## config.mk

```make
export PLATFORM = sky130hd
export DESIGN_NAME = display_mode_ctrl
export DESIGN_NICKNAME = d
export VERILOG_FILES = /design/src/rtl/display_mode_ctrl.sv
export SDC_FILE = /design/constraint.sdc
export NUM_CORES = 1
export LEC_CHECK = 0
export CORE_UTILIZATION = 45
export CTS_CLUSTER_SIZE = 20
export DETAILED_ROUTE_END_ITERATION = 7
export PLACE_DENSITY_LB_ADDON = 0.1
export SLEW_MARGIN = 20
export SYNTH_ARGS = -nofsm -noshare
export SYNTH_HDL_FRONTEND = slang
export SYNTH_SLANG_ARGS = --single-unit
```

## constraint.sdc

```tcl
create_clock -name clk -period 3.2 [get_ports clk]
set_input_delay 0.64 -clock clk [delete_from_list [all_inputs] [get_ports clk]]
set_output_delay 0.64 -clock clk [all_outputs]
set_load 0.005 [all_outputs]
```

## src/rtl/display_mode_ctrl.sv

```systemverilog
// Display-resource controller: debounced MODE key, WATCH/STOPWATCH/TIMER sequencing
// with a blanking gap, registered 7-segment source mux and a timer-expiry alarm overlay.
module display_mode_ctrl #(
  parameter int unsigned DEB_CYCLES    = 20,
  parameter int unsigned BLANK_CYCLES  = 4,
  parameter int unsigned FLASH_HALF    = 250,
  parameter int unsigned ALARM_TIMEOUT = 10000
) (
  input  logic       clk,
  input  logic       rst,
  input  logic       mode_btn,
  input  logic       timer_done,
  input  logic       alarm_ack,
  input  logic [7:0] watch_seg_data,
  input  logic [7:0] watch_seg_com,
  input  logic [7:0] sw_seg_data,
  input  logic [7:0] sw_seg_com,
  input  logic [7:0] tmr_seg_data,
  input  logic [7:0] tmr_seg_com,
  output logic [7:0] seg_data,
  output logic [7:0] seg_com,
  output logic [7:0] led,
  output logic [1:0] mode_sel,
  output logic       alarm_active
);

  localparam int unsigned DEB_W   = (DEB_CYCLES    > 1) ? $clog2(DEB_CYCLES)    : 1;
  localparam int unsigned BLANK_W = (BLANK_CYCLES  > 1) ? $clog2(BLANK_CYCLES)  : 1;
  localparam int unsigned FLASH_W = (FLASH_HALF    > 1) ? $clog2(FLASH_HALF)    : 1;
  localparam int unsigned ALARM_W = (ALARM_TIMEOUT > 1) ? $clog2(ALARM_TIMEOUT) : 1;

  localparam logic [DEB_W-1:0]   DEB_LAST   = DEB_W'(DEB_CYCLES - 1);
  localparam logic [BLANK_W-1:0] BLANK_LAST = BLANK_W'(BLANK_CYCLES - 1);
  localparam logic [FLASH_W-1:0] FLASH_LAST = FLASH_W'(FLASH_HALF - 1);
  localparam logic [ALARM_W-1:0] ALARM_LAST = ALARM_W'(ALARM_TIMEOUT - 1);

  typedef enum logic [2:0] {
    ST_WATCH     = 3'd0,
    ST_STOPWATCH = 3'd1,
    ST_TIMER     = 3'd2,
    ST_BLANK     = 3'd3,
    ST_ALARM     = 3'd4
  } state_t;

  // Debouncer state
  logic [1:0]       sync_q;
  logic             deb_level_q;
  logic [DEB_W-1:0] deb_cnt_q;
  logic             press_q;

  // FSM state and its next values
  state_t             state_q, state_d;
  logic [1:0]         next_mode_q, next_mode_d;
  logic [1:0]         saved_mode_q, saved_mode_d;
  logic [BLANK_W-1:0] blank_cnt_q, blank_cnt_d;
  logic [FLASH_W-1:0] flash_cnt_q, flash_cnt_d;
  logic               flash_on_q, flash_on_d;
  logic [ALARM_W-1:0] alarm_cnt_q, alarm_cnt_d;

  // Next values of the registered outputs
  logic [7:0] seg_data_d, seg_com_d, led_d;
  logic [1:0] mode_sel_d;
  logic       alarm_active_d;

  function automatic state_t mode_state(input logic [1:0] m);
    case (m)
      2'd0:    return ST_WATCH;
      2'd1:    return ST_STOPWATCH;
      default: return ST_TIMER;
    endcase
  endfunction

  function automatic logic [1:0] mode_after(input logic [1:0] m);
    return (m >= 2'd2) ? 2'd0 : m + 2'd1;
  endfunction

  // Synchronise the raw key, accept a level after DEB_CYCLES equal samples, pulse on rise
  always_ff @(posedge clk) begin
    if (rst) begin
      sync_q      <= 2'b00;
      deb_level_q <= 1'b0;
      deb_cnt_q   <= '0;
      press_q     <= 1'b0;
    end else begin
      sync_q  <= {sync_q[0], mode_btn};
      press_q <= 1'b0;
      if (sync_q[1] == deb_level_q) begin
        deb_cnt_q <= '0;
      end else if (deb_cnt_q == DEB_LAST) begin
        deb_level_q <= sync_q[1];
        deb_cnt_q   <= '0;
        press_q     <= sync_q[1];
      end else begin
        deb_cnt_q <= deb_cnt_q + DEB_W'(1);
      end
    end
  end

  // State and output registers
  always_ff @(posedge clk) begin
    if (rst) begin
      state_q      <= ST_WATCH;
      next_mode_q  <= 2'd0;
      saved_mode_q <= 2'd0;
      blank_cnt_q  <= '0;
      flash_cnt_q  <= '0;
      flash_on_q   <= 1'b0;
      alarm_cnt_q  <= '0;
      seg_data     <= 8'h00;
      seg_com      <= 8'hFF;
      led          <= 8'h00;
      mode_sel     <= 2'd0;
      alarm_active <= 1'b0;
    end else begin
      state_q      <= state_d;
      next_mode_q  <= next_mode_d;
      saved_mode_q <= saved_mode_d;
      blank_cnt_q  <= blank_cnt_d;
      flash_cnt_q  <= flash_cnt_d;
      flash_on_q   <= flash_on_d;
      alarm_cnt_q  <= alarm_cnt_d;
      seg_data     <= seg_data_d;
      seg_com      <= seg_com_d;
      led          <= led_d;
      mode_sel     <= mode_sel_d;
      alarm_active <= alarm_active_d;
    end
  end

  // Next-state logic (timer_done > alarm_ack > press) and output selection
  always_comb begin
    state_d      = state_q;
    next_mode_d  = next_mode_q;
    saved_mode_d = saved_mode_q;
    blank_cnt_d  = blank_cnt_q;
    flash_cnt_d  = flash_cnt_q;
    flash_on_d   = flash_on_q;
    alarm_cnt_d  = alarm_cnt_q;
    mode_sel_d   = mode_sel;

    case (state_q)
      ST_WATCH, ST_STOPWATCH, ST_TIMER: begin
        if (timer_done) begin
          state_d      = ST_ALARM;
          saved_mode_d = mode_sel;
        end else if (press_q) begin
          state_d     = ST_BLANK;
          next_mode_d = mode_after(mode_sel);
          blank_cnt_d = '0;
        end
      end
      ST_BLANK: begin
        if (timer_done) begin
          state_d      = ST_ALARM;
          saved_mode_d = next_mode_q;
        end else if (blank_cnt_q == BLANK_LAST) begin
          state_d    = mode_state(next_mode_q);
          mode_sel_d = next_mode_q;
        end else begin
          blank_cnt_d = blank_cnt_q + BLANK_W'(1);
        end
      end
      ST_ALARM: begin
        if (flash_cnt_q == FLASH_LAST) begin
          flash_cnt_d = '0;
          flash_on_d  = ~flash_on_q;
        end else begin
          flash_cnt_d = flash_cnt_q + FLASH_W'(1);
        end
        if (timer_done) begin
          alarm_cnt_d = '0;
        end else if (alarm_ack || (alarm_cnt_q == ALARM_LAST)) begin
          state_d    = mode_state(saved_mode_q);
          mode_sel_d = saved_mode_q;
        end else begin
          alarm_cnt_d = alarm_cnt_q + ALARM_W'(1);
        end
      end
      default: state_d = ST_WATCH;
    endcase

    // Fresh alarm entry restarts the timeout and the blink with the led lit
    if ((state_d == ST_ALARM) && (state_q != ST_ALARM)) begin
      alarm_cnt_d = '0;
      flash_cnt_d = '0;
      flash_on_d  = 1'b1;
    end

    alarm_active_d = (state_d == ST_ALARM);
    led_d          = ((state_d == ST_ALARM) && flash_on_d) ? 8'hFF : 8'h00;

    case (state_q)
      ST_WATCH:     begin seg_data_d = watch_seg_data; seg_com_d = watch_seg_com; end
      ST_STOPWATCH: begin seg_data_d = sw_seg_data;    seg_com_d = sw_seg_com;    end
      ST_TIMER,
      ST_ALARM:     begin seg_data_d = tmr_seg_data;   seg_com_d = tmr_seg_com;   end
      default:      begin seg_data_d = 8'h00;          seg_com_d = 8'hFF;         end
    endcase
  end

endmodule
```

Word level (Yosys, flattened, before mapping)
Cells that the tools add are included.
{"block": "totals", "regBits": 68, "input_bits": 53}
{"block": "op_classes", "addsub": 5, "magnitude_cmp": 1, "eq_ne": 23, "muxes": 32, "n_bitwise": 4, "n_reduce_logical": 19}
{"op": "8-bit one-hot mux with 3 select lines", "n": 2}
{"op": "14-bit 2-to-1 mux", "n": 2}
{"op": "2-bit 2-to-1 mux", "n": 11}
{"op": "2-bit != test (second input constant)", "n": 10}
{"op": "2-bit one-hot mux with 2 select lines", "n": 5}
{"op": "3-bit 2-to-1 mux", "n": 6}
{"op": "8-bit 2-to-1 mux", "n": 2}
{"op": "14-bit by 1-bit adder with 14-bit output (second input constant)", "n": 1}
{"op": "14-bit equality test (second input constant)", "n": 1}
{"op": "5-bit AND reduction", "n": 2}
{"op": "3-bit one-hot mux with 3 select lines", "n": 1}
{"op": "3-bit OR reduction", "n": 3}
{"op": "8-bit by 1-bit adder with 8-bit output (second input constant)", "n": 1}
{"op": "8-bit equality test (second input constant)", "n": 1}
{"op": "3-bit by 2-bit equality test with 1-bit output (second input constant)", "n": 2}
{"op": "3-bit equality test (second input constant)", "n": 2}
{"op": "3-bit AND reduction", "n": 2}
{"op": "5-bit by 1-bit adder with 5-bit output (second input constant)", "n": 1}
{"op": "5-bit equality test (second input constant)", "n": 1}
{"op": "2-bit by 1-bit adder with 2-bit output (second input constant)", "n": 2}
{"op": "2-bit by 1-bit equality test with 1-bit output (second input constant)", "n": 2}
{"op": "2-bit logical NOT", "n": 2}
{"op": "1-bit NOT", "n": 4}
{"op": "2-bit AND reduction", "n": 2}
{"op": "11 further kinds", "n": 16}

Longest topological paths before layout
Gate-level depths: netlist of run 1.
{"block": "depth", "word_depth": 10, "ltp_mapped": 8}

Worst setup path after synthesis of run 1
OpenSTA, ideal clock, no wires.
{"block": "synth_timing", "path_type": "register to register", "from": "register state_q[2]", "to": "register alarm_cnt_q[10]", "t_arrival_ps": 1869, "slack_ps": 1260, "stages_incl_launch_ff": 6, "n_path_buf": 1, "period_less_slack_ps": 1940, "path_cell_list": "dfxtp_1 or3b_1 or3_1 clkbuf_2 or4_1 a21oi_1"}
{"block": "synth_between", "elab_chain_len": 6}
{"item": "start: declaration", "line_no": "52", "source": "state_t state_q, state_d;"}
{"item": "start signal: assignment", "line_no": "115", "source": "state_q <= state_d;"}
{"item": "3-bit by 2-bit equality test with 1-bit output (tied with other cells)", "line_no": "141", "source": "case (state_q)"}
{"item": "3-bit OR reduction (tied with other cells)", "line_no": "141"}
{"item": "3-bit one-hot mux with 3 select lines", "line_no": "141"}
{"item": "3-bit equality test", "line_no": "183", "source": "if ((state_d == ST_ALARM) && (state_q != ST_ALARM)) begin"}
{"item": "1-bit logical AND", "line_no": "183"}
{"item": "2-bit OR reduction (no source line)"}
{"item": "end signal: assignment", "line_no": "121", "source": "alarm_cnt_q <= alarm_cnt_d;"}
{"item": "end: declaration", "line_no": "58", "source": "logic [ALARM_W-1:0] alarm_cnt_q, alarm_cnt_d;"}
Several ways; a longest one is shown, not always the timed one.
A chain may end at the register's enable or synchronous reset.

Worst setup path in the final report of run 1
{"block": "layout_timing", "from": "input port timer_done", "to": "register alarm_cnt_q[12]"}
{"block": "layout_between", "elab_chain_len": 5}
{"item": "start: declaration", "line_no": "12", "source": "input logic timer_done,"}
{"item": "3-bit 2-to-1 mux, on equally long branches", "line_no": "170, 143, 153"}
{"item": "3-bit one-hot mux with 3 select lines", "line_no": "141"}
{"item": "3-bit equality test", "line_no": "183"}
{"item": "1-bit logical AND", "line_no": "183"}
{"item": "2-bit OR reduction (no source line)"}
Several ways; a longest one is shown, not always the timed one.

==> results of run 1 <==
-- critical path, cell delays in order --
cell,delay [ns]
clkdlybuf4s50_1,0.69
and3b_1,0.24
and4_1,0.41
or4_1,0.59
a21oi_1,0.15
-- metal layers --
metal	track usage, %	vias up	part of all wire, %
li1	-	1467	-
met1	28.5	1360	47
met2	33.8	74	48
met3	6.74	2	4.4
met4	5.45	0	0.49
met5	0	-	0
-- stage by stage --
stage / worst slack, ns / area [um^2] / utilization [%] / cells / hold slack, ns
after floorplan: 1.26 / 3150 / - / 359 / 0.414
after global placement: 0.465 / 4000 / 58.8 / 514 / 0.432
after detailed placement: 0.411 / 4000 / 58.8 / 514 / 0.437
after CTS: 0.752 / 4170 / 61.4 / 530 / 0.451
after global routing: 0.580 / 4170 / 61.4 / 530 / 0.463
final: 0.724 / 4170 / 61.4 / 530 / 0.448
-- how the worst max path moves through the flow --
stage	end	slack, ns	cells after the start	from
6_report	alarm_cnt_q[12]	0.72	5	timer_done
3_3_place_gp	alarm_cnt_q[5]	0.46	5	timer_done
2_1_floorplan	alarm_cnt_q[10]	1.26	5	state_q[2]
3_5_place_dp	alarm_cnt_q[12]	0.41	5	timer_done
5_1_grt	alarm_cnt_q[12]	0.58	5	timer_done
4_1_cts	alarm_cnt_q[5]	0.75	5	timer_done
-- flip-flops by register name, summed over array words and instances, names as in the netlist --
name,flops
alarm_active,1
alarm_cnt_q,14
blank_cnt_q,2
deb_cnt_q,5
deb_level_q,1
flash_cnt_q,8
flash_on_q,1
led,1
mode_sel,2
next_mode_q,2
press_q,1
saved_mode_q,2
seg_com,8
seg_data,8
state_q,3
sync_q,2
-- layout make-up --
class | count | area (um^2)
inverters | 8 | 30.0
well taps | 96 | 120
repair buffers | 90 | 873
clock buffers | 12 | 155
flip-flops and latches | 61 | 1220
fillers | 621 | 2620
clock inverters | 4 | 22.5
multi-input cells | 259 | 1750
-- power by group --
| part | switching [W] | total (W) | leakage (nW) | internal (W) |
|---|---|---|---|---|
| combinational | 0.000101 | 0.000255 | 0.843 | 0.000154 |
| clock | 0.000284 | 0.000603 | 0.0921 | 0.000319 |
| sequential | 0.0000124 | 0.000798 | 0.498 | 0.000786 |
| total | 0.000397 | 0.00166 | 1.43 | 0.00126 |
-- placed cells by master (no fill, tap or decap), types with 2 or more instances in the layout --
master | synthesis | final
clkdlybuf4s50_1 | 0 | 79
dfxtp_1 | 61 | 61
nor2_1 | 25 | 25
a21oi_1 | 20 | 20
nand2_1 | 17 | 17
nor3_1 | 16 | 16
nand2b_1 | 11 | 11
mux2i_1 | 11 | 11
clkbuf_8 | 0 | 11
buf_4 | 7 | 11
o31ai_1 | 10 | 10
or4_1 | 10 | 10
mux2_2 | 9 | 9
nand3_1 | 9 | 9
inv_1 | 8 | 8
nor2b_1 | 8 | 8
or3_1 | 8 | 8
o22ai_1 | 8 | 8
nand4_1 | 8 | 8
o2bb2ai_1 | 8 | 8
a22oi_1 | 8 | 8
o22a_1 | 7 | 7
xnor2_1 | 7 | 7
xor2_1 | 6 | 6
o21ai_0 | 6 | 6
and3_1 | 5 | 5
ha_1 | 5 | 5
and4_1 | 4 | 4
a211oi_1 | 4 | 4
nand4b_1 | 4 | 4
nor4b_1 | 3 | 3
o211ai_1 | 3 | 3
clkinv_2 | 0 | 3
and3b_1 | 2 | 2
nor4_1 | 2 | 2
-- logic make-up (layout without fill, tap and decap cells) --
group	after synthesis	after routing	share of synthesized area, %
and+or+nand+nor	138	138	25.0
AOI/OAI and AO/OA	82	82	17.9
DFF	61	61	38.7
buffers and inverters	39	114	5.72
muxes	20	20	6.71
xor gates and xnor gates	13	13	3.61
adders and majority gates	6	6	2.30
==> reports/results.ini, run 1 <==
[timing]
fmax_ghz = 0.404
worstMarginPinSlew_ns = 0.733
min_period_over_period_pct = 77.4
fin_skew_ns = 0.0102
setup_violations = 0
setup_tns_ns = 0
slew_headroom_pct = 51.1
rsz0062_at_grt = no
hold_violations = 0
slew_violations = 0
post-route-min-period_ns = 2.48

[grt]
grt_use_total_pct = 21.4
grt_max_degree = 26
grt_first_pass_wirelength_um = 12400
grt_overflow = 0
grt_pass1_vias = 2617
antenna_found_initial = 0

[floorplan]
num_io_pins = 80
rows = 30
die_h_um = 85.7
core_um2 = 6790
start_util_pct = 46.4
die_area_um2 = 7340
die_w_um = 85.7

[placed_design]
numPortBuffers = 79
dpl.hpwl_um = 5400
place_congestion = 0.790

[logic_synthesis]
synth_area_leaders = dfxtp_1, mux2i_1, mux2_2
synth-edff-count = 0
yosysMostFrequentCell = dfxtp_1
yosysSeqAreaShare_pct = 38.7
syn_avg_cell_area_um2 = 8.78
async_flop_share_pct = 0
ys_ff_latch = 61
yosysTopAreaCell = dfxtp_1
netlist_instances = 359
yosysWarnings = 0
synth_cell_types = 51
ys_top_cells_by_count = dfxtp_1, nor2_1, a21oi_1, nand2_1, nor3_1
synth_top_area_share_pct = 38.7
netlist_area_um2 = 3150
synthFlopType = dfxtp_1
syn-num-nets = 417

[power_and_ir_drop]
leakagePower_nw = 1.43
power.density_nw_per_um2 = 397
ir_worst_vdd_mv = 0.295
power.total_w = 0.00166

[clock_network]
cts.path.max_buffers = 2
cts-root-buf = clkbuf_8
cts_sinks = 61
cts_hold_buf = 0
cts_resized = 0
cts_setup_buffers = 0
clk_latency_ns = 0.33
htreeDepth = 3
clkSlewWorstSetupHoldPaths_ns = 0.06
cts_tree = yes
cts_buffers = 9

[setup_path]
path_max_fanout = 25
reg2reg_depth = 5
rr_endpoint = alarm_cnt_q[13]
cp.required_ns = 3.46
r2r_setup_slack_ns = 0.85
crit_arrival_ns = 2.73
cp-end-kind = register
r2r_start = state_q[1]
startpoint_type = input port
worst-setup-path-type = input port to register

[run_status]
outcome = completed

[layout]
diodes = 0
syn_to_final_growth_pct = 32.4
post_route_cells_drive_above_1_share_pct = 8.29
fin_nets = 487

[drt]
via_count = 2903
dr.pass1.iters = 4
via_per_inst = 5.48
wl_um = 7380
drc = 0
first_iter_violations = 119
ant_nets = 0
wl_per_cell_um = 13.9

[min_path]
hp-start = deb_cnt_q[0]
holdPathStages = 1
worstHoldEndpoint = deb_cnt_q[0]
hold_class = register to register

[run]
maxCapViolCount = 0

Note: power is estimated with default switching activity, not from simulation.
==> run 2, diff against run 1 <==
CORE_UTILIZATION = 44   (was 45)
clock period = 2.2 ns   (was 3.2 ns; I/O delays follow)
==> run 2 against run 1 <==
Utilization increased by 0.86 points. Sequential power increased by 45%. Routed wire length increased by 4.2%. Register-to-register slack lost 0.58 ns. Critical path depth did not move. Clock skew shrank 0.0032 ns. First-iteration DRC count is 8.4% lower. Setup slack got worse by 0.45 ns. Clock power increased by 50%. Critical endpoint is now alarm_cnt_q[0].
==> reports/results.ini, run 2 (synthesis results as in run 1) <==
[run_status]
outcome = completed  ; unchanged

[grt]
grt_use_total_pct = 21.6  ; was 21.4%
met3_usage_pct = 3.81  ; was 6.74%
use_met2_pct = 35.3  ; was 33.8%
grt_first_pass_wirelength_um = 12800  ; was 12,400 um
antenna_found_initial = 0  ; unchanged
use_met1_pct = 28.4  ; was 28.5%
grt_pass1_vias = 2778  ; was 2,617
grt_max_degree = 35  ; was 26
grt_overflow = 0  ; unchanged
grt_busiest_layer = met2  ; unchanged

[setup_path]
crit_arrival_ns = 2.17  ; was 2.73 ns
slowest_delay_ns = 0.49  ; was 0.69 ns
path_max_fanout = 34  ; was 25
r2r_setup_slack_ns = 0.27  ; was 0.85 ns
startpoint_type = register  ; was input port
cp-end-kind = register  ; unchanged
worst-setup-path-type = register to register  ; was input port to register
crit_chain = buf_4 > nor3b_2 > nand2_1 > or4_1 > a211oi_1  ; was clkdlybuf4s50_1 > and3b_1 > and4_1 > or4_1 > a21oi_1
cp.required_ns = 2.44  ; was 3.46 ns
critPathSlowestCell = or4_1  ; was clkdlybuf4s50_1

[floorplan]
rows = 30  ; unchanged
core_um2 = 6870  ; was 6790 um^2
die_w_um = 86.6  ; was 85.7 um
num_io_pins = 80  ; unchanged
die_area_um2 = 7510  ; was 7340 um^2
start_util_pct = 45.9  ; was 46.4%
die_h_um = 86.6  ; was 85.7 um

[placed_design]
numPortBuffers = 79  ; unchanged
dpl.hpwl_um = 5630  ; was 5400 um
place_congestion = 0.813  ; was 0.790
placed_cell_area_um2 = 4100  ; was 4000 um^2

[drt]
via_count = 2978  ; was 2,903
first_iter_violations = 109  ; was 119
via_per_inst = 5.53  ; was 5.48
ant_nets = 0  ; unchanged
drc = 0  ; unchanged
dr.pass1.iters = 5  ; was 4
wl_um = 7690  ; was 7380 um
wl_per_cell_um = 14.3  ; was 13.9 um

[timing]
rsz0062_at_grt = no  ; unchanged
slew_violations = 0  ; unchanged
slew_headroom_pct = 58.5  ; was 51.1%
setup_tns_ns = 0  ; unchanged
hold_violations = 0  ; unchanged
min_period_over_period_pct = 87.6
worstMarginPinSlew_ns = 0.621  ; was 0.733 ns
fmax_ghz = 0.519
fin_skew_ns = 0.00705  ; was 0.0102 ns
setup_violations = 0  ; unchanged
post-route-min-period_ns = 1.93

[layout]
syn_to_final_growth_pct = 35.7  ; was 32.4%
most-common-layout-cells = clkdlybuf4s50_1, dfxtp_1, nor2_1  ; unchanged
diodes = 0  ; unchanged
fin_util_pct = 62.3  ; was 61.4%
largest-register = alarm_cnt_q  ; unchanged
fin_area_um2 = 4280  ; was 4170 um^2
fillers = 629  ; was 621
fin_nets = 497  ; was 487
post_route_cells_drive_above_1_share_pct = 10.2  ; was 8.29%
largest_reg_flops = 14  ; unchanged
final_common_cell = clkdlybuf4s50_1  ; unchanged

[clock_network]
cts_setup_buffers = 0  ; unchanged
htreeDepth = 3  ; unchanged
cts_tree = yes  ; unchanged
cts-root-buf = clkbuf_8  ; unchanged
cts_sinks = 61  ; unchanged
clk_latency_ns = 0.33  ; about the same
cts_buffers = 9  ; unchanged
cts.path.max_buffers = 2  ; unchanged
clkSlewWorstSetupHoldPaths_ns = 0.06  ; about the same

[min_path]
hold_class = register to register  ; unchanged

[power_and_ir_drop]
power.density_nw_per_um2 = 574  ; was 397 nW/um^2
ir_worst_vdd_mv = 0.274  ; was 0.295 mV
leakagePower_nw = 1.49  ; was 1.43 nW

[run]
maxCapViolCount = 0  ; unchanged

==> run 2: path summary, 6_finish.rpt <==
path / startpoint / cells past startpoint / endpoint
setup / recovery: state_q[2] / 5 / alarm_cnt_q[0]
hold / removal: sync_q[0] / 1 / sync_q[1]
setup reg to reg: state_q[2] / 5 / alarm_cnt_q[0]
hold reg to reg: sync_q[0] / 1 / sync_q[1]
==> run 2: layout make-up <==
| cell class | instances | area, um^2 | area share (%) |
|---|---|---|---|
| well taps | 96 | 120 | 2.81 |
| clock buffers | 14 | 173 | 4.04 |
| repair buffers | 100 | 973 | 22.8 |
| flip-flops and latches | 61 | 1220 | 28.5 |
| inverters | 8 | 30.0 | 0.702 |
| clock inverters | 1 | 5.00 | 0.117 |
| multi-input cells | 259 | 1760 | 41.0 |
==> run 2: power breakdown <==
group | total, W | internal, W | switching (W)
clock | 0.000904 | 0.000495 | 0.000409
combinational | 0.000390 | 0.000237 | 0.000152
sequential | 0.00116 | 0.00114 | 0.0000173
==> run 2: what timing repair did <==
item                       4_1_cts  5_1_grt
hold buffers                     0        0
gates resized for setup          0        1
setup endpoints to repair        0        2
==> run 2: critical path: cells and delay by family (launching register included) <==
kind                   cells  cell delay (ns)
and+or+nand+nor            3             1.01
DFF                        1             0.32
buffers and inverters      1             0.32
AOI/OAI and AO/OA          1             0.19
==> run 2: metrics by stage <==
step	worst slack (ns)	instances	hold slack (ns)	total power, W
floorplan	0.260	359	0.414	0.00136
global placement	-0.0123	524	0.427	0.00157
detailed placement	-0.0322	524	0.423	0.00157
CTS	0.207	539	0.454	0.00247
global route	0.0197	539	0.470	0.00258
finish	0.272	539	0.452	0.00245
==> run 2: metal layers <==
metal  vias up  routed length [um]
met2        73                3610
met3        14                 301
met1      1403                3680
met5         -                   0
li1       1488                   -
met4         0                  94
==> run 3, diff against run 2 <==
ABC_AREA = 0   (was not set)
SETUP_SLACK_MARGIN = 0.2   (was not set)
==> run 3 against run 2 <==
Register-to-register slack improved by 0.07 ns. Combinational power barely moved. Setup slack got worse by 0.0043 ns. Highest routed layer unchanged. Non-clock buffer count did not move. Fmax fell by 0.22%. Hold slack barely moved. Count of clock-buffer cells in the layout did not move. Clock skew barely moved. Die area did not move. Sequential power barely moved. First-iteration DRC count fell by 0.92%. Final cell count did not move.
==> reports/results.ini, run 3 (synthesis results as in run 1) <==
[floorplan]
core_um2 = 6870  ; unchanged
die_area_um2 = 7510  ; unchanged
num_io_pins = 80  ; unchanged
start_util_pct = 45.9  ; unchanged
die_h_um = 86.6  ; unchanged
rows = 30  ; unchanged
die_w_um = 86.6  ; unchanged

[clock_network]
clk_latency_ns = 0.33  ; about the same
htreeDepth = 3  ; unchanged
cts_setup_buffers = 0  ; unchanged
cts_hold_buf = 0  ; unchanged
cts_tree = yes  ; unchanged
clkSlewWorstSetupHoldPaths_ns = 0.06  ; about the same
cts_buffers = 9  ; unchanged
cts-root-buf = clkbuf_8  ; unchanged
cts.path.max_buffers = 2  ; unchanged
cts_sinks = 61  ; unchanged

[setup_path]
crit_chain = clkdlybuf4s50_1 > and3b_1 > and4_1 > buf_12 > or4_1 > a21oi_2  ; was buf_4 > nor3b_2 > nand2_1 > or4_1 > a211oi_1
r2r_setup_slack_ns = 0.34  ; was 0.27 ns
cp.required_ns = 2.46  ; was 2.44 ns
rr_endpoint = alarm_cnt_q[5]  ; was alarm_cnt_q[0]
reg2reg_depth = 6  ; was 5
worst-setup-path-type = input port to register  ; was register to register
cp-end-kind = register  ; unchanged
crit_arrival_ns = 2.20  ; was 2.17 ns
path_max_fanout = 15  ; was 34
r2r_start = alarm_cnt_q[0]  ; was state_q[2]
slowest_delay_ns = 0.52  ; was 0.49 ns
critPathSlowestCell = or4_1  ; unchanged
startpoint_type = input port  ; was register

[layout]
syn_to_final_growth_pct = 36.8  ; was 35.7%
most-common-layout-cells = clkdlybuf4s50_1, dfxtp_1, nor2_1  ; unchanged
post_route_cells_drive_above_1_share_pct = 11.3  ; was 10.2%
fillers = 624  ; was 629
fin_nets = 497  ; unchanged
fin_cells = 539  ; unchanged
regArea_um2 = 1220  ; unchanged
fin_area_um2 = 4310  ; was 4280 um^2
final_common_cell = clkdlybuf4s50_1  ; unchanged
largest_reg_flops = 14  ; unchanged
multi_input_area_um2 = 1780  ; was 1760 um^2
largest-register = alarm_cnt_q  ; unchanged
fin_util_pct = 62.8  ; was 62.3%
diodes = 0  ; unchanged

[drt]
via_per_inst = 5.54  ; was 5.53
drc = 0  ; unchanged
ant_nets = 0  ; unchanged
via_count = 2985  ; was 2,978
wl_per_cell_um = 14.3  ; about the same
first_iter_violations = 108  ; was 109
wl_um = 7730  ; was 7690 um
dr.pass1.iters = 4  ; was 5

[placed_design]
place_congestion = 0.813  ; unchanged
dp_cells = 524  ; unchanged
numPortBuffers = 79  ; unchanged
dpl.hpwl_um = 5630  ; unchanged
dpl_worst_slack_ns = -0.0322  ; unchanged
placed_cell_area_um2 = 4100  ; unchanged

[power_and_ir_drop]
power.total_w = 0.00246  ; was 0.00245 W
power.density_nw_per_um2 = 570  ; was 574 nW/um^2
ir_worst_vdd_mv = 0.273  ; was 0.274 mV
leakagePower_nw = 1.49  ; about the same

[timing]
fmax_ghz = 0.518  ; was 0.519 GHz
slew_headroom_pct = 59.1  ; was 58.5%
slew_violations = 0  ; unchanged
rsz0062_at_grt = no  ; unchanged
worstMarginPinSlew_ns = 0.612  ; was 0.621 ns
hold_violations = 0  ; unchanged
fin_ws_ns = 0.268  ; was 0.272 ns
min_period_over_period_pct = 87.8  ; was 87.6%
setup_violations = 0  ; unchanged
post-route-min-period_ns = 1.93  ; about the same
fin_skew_ns = 0.00678  ; was 0.00705 ns

[grt]
antenna_found_initial = 0  ; unchanged
grt_use_total_pct = 21.6  ; unchanged
grt_first_pass_wirelength_um = 12800  ; unchanged
grt_max_degree = 35  ; unchanged
grt_pass1_vias = 2778  ; unchanged
grt_overflow = 0  ; unchanged

[min_path]
holdPathStages = 1  ; unchanged
hold_class = register to register  ; unchanged
worstHoldEndpoint = sync_q[1]  ; unchanged
hp-start = sync_q[0]  ; unchanged

[run]
maxCapViolCount = 0  ; unchanged

[run_status]
outcome = completed  ; unchanged

## run 3: worst max-delay path by stage
| stage | end | depth (start not counted) | start |
|---|---|---|---|
| after CTS | alarm_cnt_q[13] | 5 | state_q[2] |
| after detailed placement | alarm_cnt_q[13] | 6 | timer_done |
| after global routing | alarm_cnt_q[0] | 5 | state_q[2] |
| after global placement | alarm_cnt_q[13] | 6 | timer_done |
| final | alarm_cnt_q[5] | 6 | timer_done |
| after floorplan | alarm_cnt_q[10] | 5 | state_q[2] |
## run 3: critical path, delay by kind of cell
family                 cells  cell delay [ns]
AO/OA/AOI/OAI              1             0.14
buffers and inverters      2             0.67
AND/OR/NAND/NOR            3             0.94
## run 3: metrics by stage
step | setup TNS [ns] | hold slack, ns
3_5_place_dp | -0.101 | 0.423
4_1_cts | 0 | 0.454
3_3_place_gp | -0.0160 | 0.427
6_report | 0 | 0.452
2_1_floorplan | 0 | 0.414
5_1_grt | 0 | 0.470
## run 3: per-layer routing
metal / global-route usage, % / wire [um] / vias to the layer above
met4: 7.88 / 79 / 0
met2: 35.3 / 3710 / 66
met5: 0 / 0 / -
met1: 28.4 / 3650 / 1423
met3: 3.81 / 286 / 8
li1: - / - / 1488
## run 3: where the power goes
group          internal (W)  switching, W
Clock              0.000495      0.000408
Combinational      0.000240      0.000153
Sequential          0.00114     0.0000179
Total               0.00188      0.000578
## run 3: final cells by class
type | count | share of cell area, %
Multi-Input combinational cell | 259 | 41.4
Sequential cell | 61 | 28.3
Timing Repair Buffer | 100 | 22.7
Clock buffer | 14 | 4.01
Tap cell | 96 | 2.79
Inverter | 8 | 0.697
Clock inverter | 1 | 0.116
## run 3: what timing repair did
| action | 4_1_cts | 5_1_grt |
|---|---|---|
| endpoints found under the setup margin | 0 | 12 |
| hold endpoints to repair | 0 | 0 |
| resized for setup | 0 | 8 |
==> patch 1: new RTL, config.mk and constraints of run 2 <==
Set the parameter `ALARM_TIMEOUT` to 2500 (it was 10000).
--- a/src/rtl/display_mode_ctrl.sv
+++ b/src/rtl/display_mode_ctrl.sv
@@ -6,3 +6,3 @@
   parameter int unsigned FLASH_HALF    = 250,
-  parameter int unsigned ALARM_TIMEOUT = 10000
+  parameter int unsigned ALARM_TIMEOUT = 2500
 ) (
Function: same outputs for any inputs over 10 cycles, from zero or initial values and one cycle with rst high; that may be too few to reach the edited logic, so the function may still have changed.
==> patch 1 against run 2 <==
  * The flow now finishes with violations (design-rule violations)
  * Wire length is 10% lower
  * Setup slack better by 17 ps
  * Cell area is 4.6% lower
  * Synthesized area is 4.5% lower
  * Clock power is 22% higher
  * Largest cell class unchanged
  * Sequential cell count is 2 lower
  * Power is 5.7% higher
  * Sequential power is 3% lower
==> patch 1: results (changes against run 2) <==
----------------------------------------------------
[Status]
  Result of the run ... complete, but fails checks (was completed)
  Violated checks ... design-rule violations

[Global routing]
  Initial antenna violation count ... 0 (unchanged)
  First-pass GRT wire length ... 11600 um (was 12800 um)
  Largest net degree at the start of global routing ... 34 (was 35)
  Number of global-route vias before repair ... 2574 (was 2778)
  Total GRT Usage ... 20.4% (was 21.6%)

[Synth]
  Post-Syn Nets ... 398 (was 417)
  Average cell area after synthesis ... 8.85 sq um (was 8.78 sq um)
  Mux cell area share after synthesis ... 7.73% (was 6.71%)
  Cell variety after synth ... 48 (was 51)
  Part of the Yosys area used for sequential elements ... 39.2% (was 38.7%)
  List of most frequent post-synthesis cells ... 59 x dfxtp_1, 36 x nor2_1, 19 x nand2_1, 16 x a2bb2oi_1, 16 x nand2b_1 (was 61 x dfxtp_1, 25 x nor2_1, 20 x a21oi_1, 17 x nand2_1, 16 x nor3_1)
  Fraction of the mapped netlist area in adder cells ... 2.08% (was 2.30%)
  Compound-gate portion of the synthesized area ... 16.3% (was 17.9%)
  Xor/xnor share of the synthesized area ... 4.66% (was 3.61%)
  Leading cell types by total area after synthesis ... dfxtp_1 39%, a2bb2oi_1 4.7%, nor2_1 4.5%, mux2i_1 4.0%, mux2_2 3.7% (was dfxtp_1 39%, mux2i_1 3.5%, mux2_2 3.2%, a21oi_1 3.2%, nor2_1 3.0%)

[Clock network]
  Worst-Skew Late Latency ... 330 ps (about the same)
  Post CTS Setup Buffer Count ... 0 (unchanged)
  Longest Clk Path Bufs ... 2 (unchanged)

[Placement]
  HPWL reported at the end of detailed placement ... 5110 um (was 5630 um)
  Worst slack at placement ... 101 ps (was -32.2 ps)
  Global placement routability congestion ... 0.771 (was 0.813)
  Number of cells after detailed placement ... 482 (was 524)

[Drt]
  Count of TritonRoute iterations in the first routing pass ... 8 (was 5)
  Via/cell ratio ... 5.45 (was 5.53)
  Count of routing violations after the opening detailed-route iteration ... 127 (was 109)
  Routed length per placed instance ... 13.8 um (was 14.3 um)
  Sum of routed wire length over all layers ... 6890 um (was 7690 um)
  Post-route DRC ... 1 (was 0)

[Worst setup path]
  Data arrival time of the critical path ... 2130 ps (was 2170 ps)
  CP Max Fanout ... 4 (was 34)
  End of the worst register-to-register path ... mode_sel[1]$_SDFFE_PP0P_ (was alarm_cnt_q[0]$_SDFFE_PP0P_)
  Register-to-Register Setup Slack ... 290 ps (was 270 ps)
  Launching point of the worst reg2reg path ... alarm_cnt_q[0]$_SDFFE_PP0P_ (was state_q[2]$_SDFF_PP0_)

[Timing]
  Clock skew after layout ... 10.0 ps (was 7.05 ps)
  Slew @ Worst Pin ... 586 ps (was 621 ps)

[Min path]
  Hold Path Sink ... sync_q[1]$_SDFF_PP0_ (unchanged)
  Number of cells traversed by the worst hold path ... 1 (unchanged)

[Pwr]
  Largest voltage drop on the vdd net ... 0.396 mV (was 0.274 mV)
  Static Leak ... 1.47 nW (was 1.49 nW)

[Cells and area]
  Max reg flops ... 12 (was 14)
  Number of nets in the layout ... 474 (was 497)
  Share of cells above drive strength 1 ... 10.7% (was 10.2%)

----------------------------------------------------
## patch 1: changes by cell type after synthesis, sizes merged, moves of 5 or more
cell | before | now
o2bb2ai | 8 | 0
nor2 | 25 | 36
nand2b | 11 | 16
a22oi | 8 | 0
a2bb2oi | 0 | 16
or4 | 10 | 1
o31ai | 10 | 2
nor3 | 16 | 6
a21oi | 20 | 15
## patch 1: worst max path at each step
stage | from | slack [ps] | to | cells after the start
5_1_grt | alarm_cnt_q[5]$_SDFFE_PP0P_ | 130 | mode_sel[1]$_SDFFE_PP0P_ | 5
2_1_floorplan | state_q[0]$_SDFF_PP0_ | 350 | alarm_cnt_q[10]$_SDFFE_PP0P_ | 6
3_5_place_dp | alarm_ack | 100 | alarm_cnt_q[11]$_SDFFE_PP0P_ | 5
6_report | alarm_cnt_q[0]$_SDFFE_PP0P_ | 290 | mode_sel[1]$_SDFFE_PP0P_ | 5
3_3_place_gp | alarm_ack | 130 | alarm_cnt_q[11]$_SDFFE_PP0P_ | 5
4_1_cts | alarm_cnt_q[5]$_SDFFE_PP0P_ | 280 | mode_sel[1]$_SDFFE_PP0P_ | 5
## patch 1: cells by family after synthesis
logic type	count (synthesis)
multiplexers	22
adder cells (fa/ha/maj)	5
XOR/XNOR	16
buffers and inverters	33
flip-flops	59
AND/OR/NAND/NOR	136
AO/OA/AOI/OAI	69
## patch 1: final cells by class
class,count,area (sq um)
tap,77,96.3
inverter,4,15.0
sequential,59,1180
multi-input combinational,248,1660
clock inverter,4,72.6
fill,567,2380
timing repair buffer,94,903
clock buffer,12,155
## patch 1: critical path, cell delays in order (launching register included)
cell	delay, ps
dfxtp_1	370
ha_1	240
and3_1	230
nand3_1	110
a221oi_1	470
mux2_2	390
## patch 1: through the flow
step | power [W] | instance area, sq um | hold WS, ps
after floorplan | 0.00132 | 3010 | 414
after CTS | 0.00263 | 4080 | 440
after detailed placement | 0.00152 | 3850 | 425
after global placement | 0.00151 | 3850 | 417
final | 0.00259 | 4080 | 435
after global routing | 0.00271 | 4080 | 463
## patch 1: power by group
group | switching (W) | total, W | internal [W]
Clock | 0.000402 | 0.00110 | 0.000698
Combinational | 0.000143 | 0.000372 | 0.000230
Sequential | 0.0000166 | 0.00112 | 0.00111
## patch 1: metal layers
layer	wire length (um)	global-route usage [%]	up-vias	share of wire [%]
li1	-	-	1369	-
met1	3200	25.2	1265	46
met2	3070	32.2	73	45
met3	531	8.65	8	7.7
met4	89	6.63	0	1.3
met5	0	0	-	0
==> patch 2: new RTL, flow settings as in run 2 <==
Without the edit above. Re-encode `state_t` (5 states) as Gray code, 3 bits wide.
--- a/src/rtl/display_mode_ctrl.sv
+++ b/src/rtl/display_mode_ctrl.sv
@@ -37,7 +37,7 @@
   typedef enum logic [2:0] {
-    ST_WATCH     = 3'd0,
-    ST_STOPWATCH = 3'd1,
-    ST_TIMER     = 3'd2,
-    ST_BLANK     = 3'd3,
-    ST_ALARM     = 3'd4
+    ST_WATCH     = 3'b000,
+    ST_STOPWATCH = 3'b001,
+    ST_TIMER     = 3'b011,
+    ST_BLANK     = 3'b010,
+    ST_ALARM     = 3'b110
   } state_t;
Formal check against the unedited RTL: same outputs for any inputs over 10 cycles, from zero or initial values and one cycle with rst high; not proved beyond that.
==> patch 2 against run 2 <==
  * Critical path depth stayed put
  * Largest cell class unchanged
  * Non-clock buffer count is 2 higher
  * Critical path type unchanged
  * Synthesized area is 1.0% lower
  * Sequential cell count stayed put
  * Sequential share of layout area is 0.13 points higher
  * Power is 3.7% higher
  * Cell area is 0.44% lower
  * Wire length is 1.5% lower
  * Setup slack worse by 57 ps
==> patch 2: results (changes against run 2) <==
----------------------------------------------------
[Status]
  Result of the run ... completed (unchanged)

[Drt]
  DR vias ... 2911 (was 2978)
  Routed length per placed instance ... 13.8 um (was 14.3 um)
  Count of routing violations after the opening detailed-route iteration ... 181 (was 109)
  Via/cell ratio ... 5.31 (was 5.53)

[Cells and area]
  Share of cells above drive strength 1 ... 11.3% (was 10.2%)
  Count of plain and timing-repair buffers in the layout ... 102 (was 100)
  Number of logic inverters in the finished layout ... 10 (was 8)
  Fillers ... 618 (was 629)
  Multi-input gates ... 263 (was 259)
  CLK BUF ... 10 (was 14)
  Proportion of cell area spent on the clock network ... 4.49% (was 4.15%)
  Non-clock buffer share of cell area ... 22.9% (was 22.8%)

[Worst setup path]
  Launching point of the worst reg2reg path ... alarm_cnt_q[4]$_SDFFE_PP0P_ (was state_q[2]$_SDFF_PP0_)
  Largest delay contributor family on the critical path ... compound AO/OA/AOI/OAI gates (was simple AND/OR/NAND/NOR gates)
  End of the worst register-to-register path ... mode_sel[0]$_SDFFE_PP0P_ (was alarm_cnt_q[0]$_SDFFE_PP0P_)
  CP Max Fanout ... 6 (was 34)

[Pwr]
  Largest voltage drop on the vdd net ... 0.397 mV (was 0.274 mV)
  Combinational Power Share ... 16.8% (was 15.9%)
  Share of total power in the clock network ... 37.8% (was 36.8%)
  Static Leak ... 1.48 nW (was 1.49 nW)

[Synth]
  Post-Syn Nets ... 422 (was 417)
  List of most frequent post-synthesis cells ... 61 x dfxtp_1, 35 x nor2_1, 29 x a21oi_1, 28 x nand2_1, 15 x clkbuf_1 (was 61 x dfxtp_1, 25 x nor2_1, 20 x a21oi_1, 17 x nand2_1, 16 x nor3_1)
  Leading cell types by total area after synthesis ... dfxtp_1 39%, a21oi_1 4.7%, nor2_1 4.2%, nand2_1 3.4%, mux2i_1 2.9% (was dfxtp_1 39%, mux2i_1 3.5%, mux2_2 3.2%, a21oi_1 3.2%, nor2_1 3.0%)
  Cells after Synth ... 364 (was 359)
  Cell variety after synth ... 56 (was 51)
  Compound-gate portion of the synthesized area ... 19.1% (was 17.9%)
  Fraction of the mapped netlist area in adder cells ... 2.01% (was 2.30%)
  Part of the Yosys area used for sequential elements ... 39.1% (was 38.7%)
  Mux cell area share after synthesis ... 6.14% (was 6.71%)

[Placement]
  Global placement routability congestion ... 0.811 (was 0.813)
  HPWL reported at the end of detailed placement ... 5570 um (was 5630 um)

[Global routing]
  First-pass GRT wire length ... 12900 um (was 12800 um)
  Largest net degree at the start of global routing ... 39 (was 35)

[Timing]
  Clock skew after layout ... 11.7 ps (was 7.05 ps)

----------------------------------------------------
patch 2: changes by cell type after synthesis, sizes merged, moves of 4 or more:
cell and change:
nand4 -5, nand2 +11, a21oi +9, o2bb2ai -8, o32ai +7, nor2 +10
o31ai -4, o22ai -6
patch 2: per-stage QoR:
step | utilization, % | total power (W) | area, sq um | hold WS, ps | setup WS, ps
3_5_place_dp | 59.5 | 0.00161 | 4070 | 430 | -27.2
4_1_cts | 62.3 | 0.00257 | 4260 | 445 | 169
5_1_grt | 62.3 | 0.00267 | 4260 | 478 | 76.1
2_1_floorplan | - | 0.00139 | 3120 | 414 | 286
3_3_place_gp | 59.5 | 0.00160 | 4070 | 428 | -14.9
6_report | 62.3 | 0.00254 | 4260 | 441 | 215
patch 2: worst min-delay path by stage:
| stage | startpoint | end | cells after the start |
|---|---|---|---|
| 6_report | sync_q[0]$_SDFF_PP0_ | sync_q[1]$_SDFF_PP0_ | 1 |
| 5_1_grt | deb_cnt_q[0]$_SDFF_PP0_ | deb_cnt_q[0]$_SDFF_PP0_ | 1 |
| 3_3_place_gp | sync_q[0]$_SDFF_PP0_ | sync_q[1]$_SDFF_PP0_ | 1 |
| 2_1_floorplan | sync_q[0]$_SDFF_PP0_ | sync_q[1]$_SDFF_PP0_ | 1 |
| 3_5_place_dp | sync_q[0]$_SDFF_PP0_ | sync_q[1]$_SDFF_PP0_ | 1 |
| 4_1_cts | sync_q[0]$_SDFF_PP0_ | sync_q[1]$_SDFF_PP0_ | 1 |
patch 2: layer usage:
layer	track usage, %	part of all wire [%]	vias up
met5	0	0	-
li1	-	-	1486
met3	4.57	3.6	10
met1	27.5	47	1357
met2	36.1	48	58
met4	8.79	1.4	0
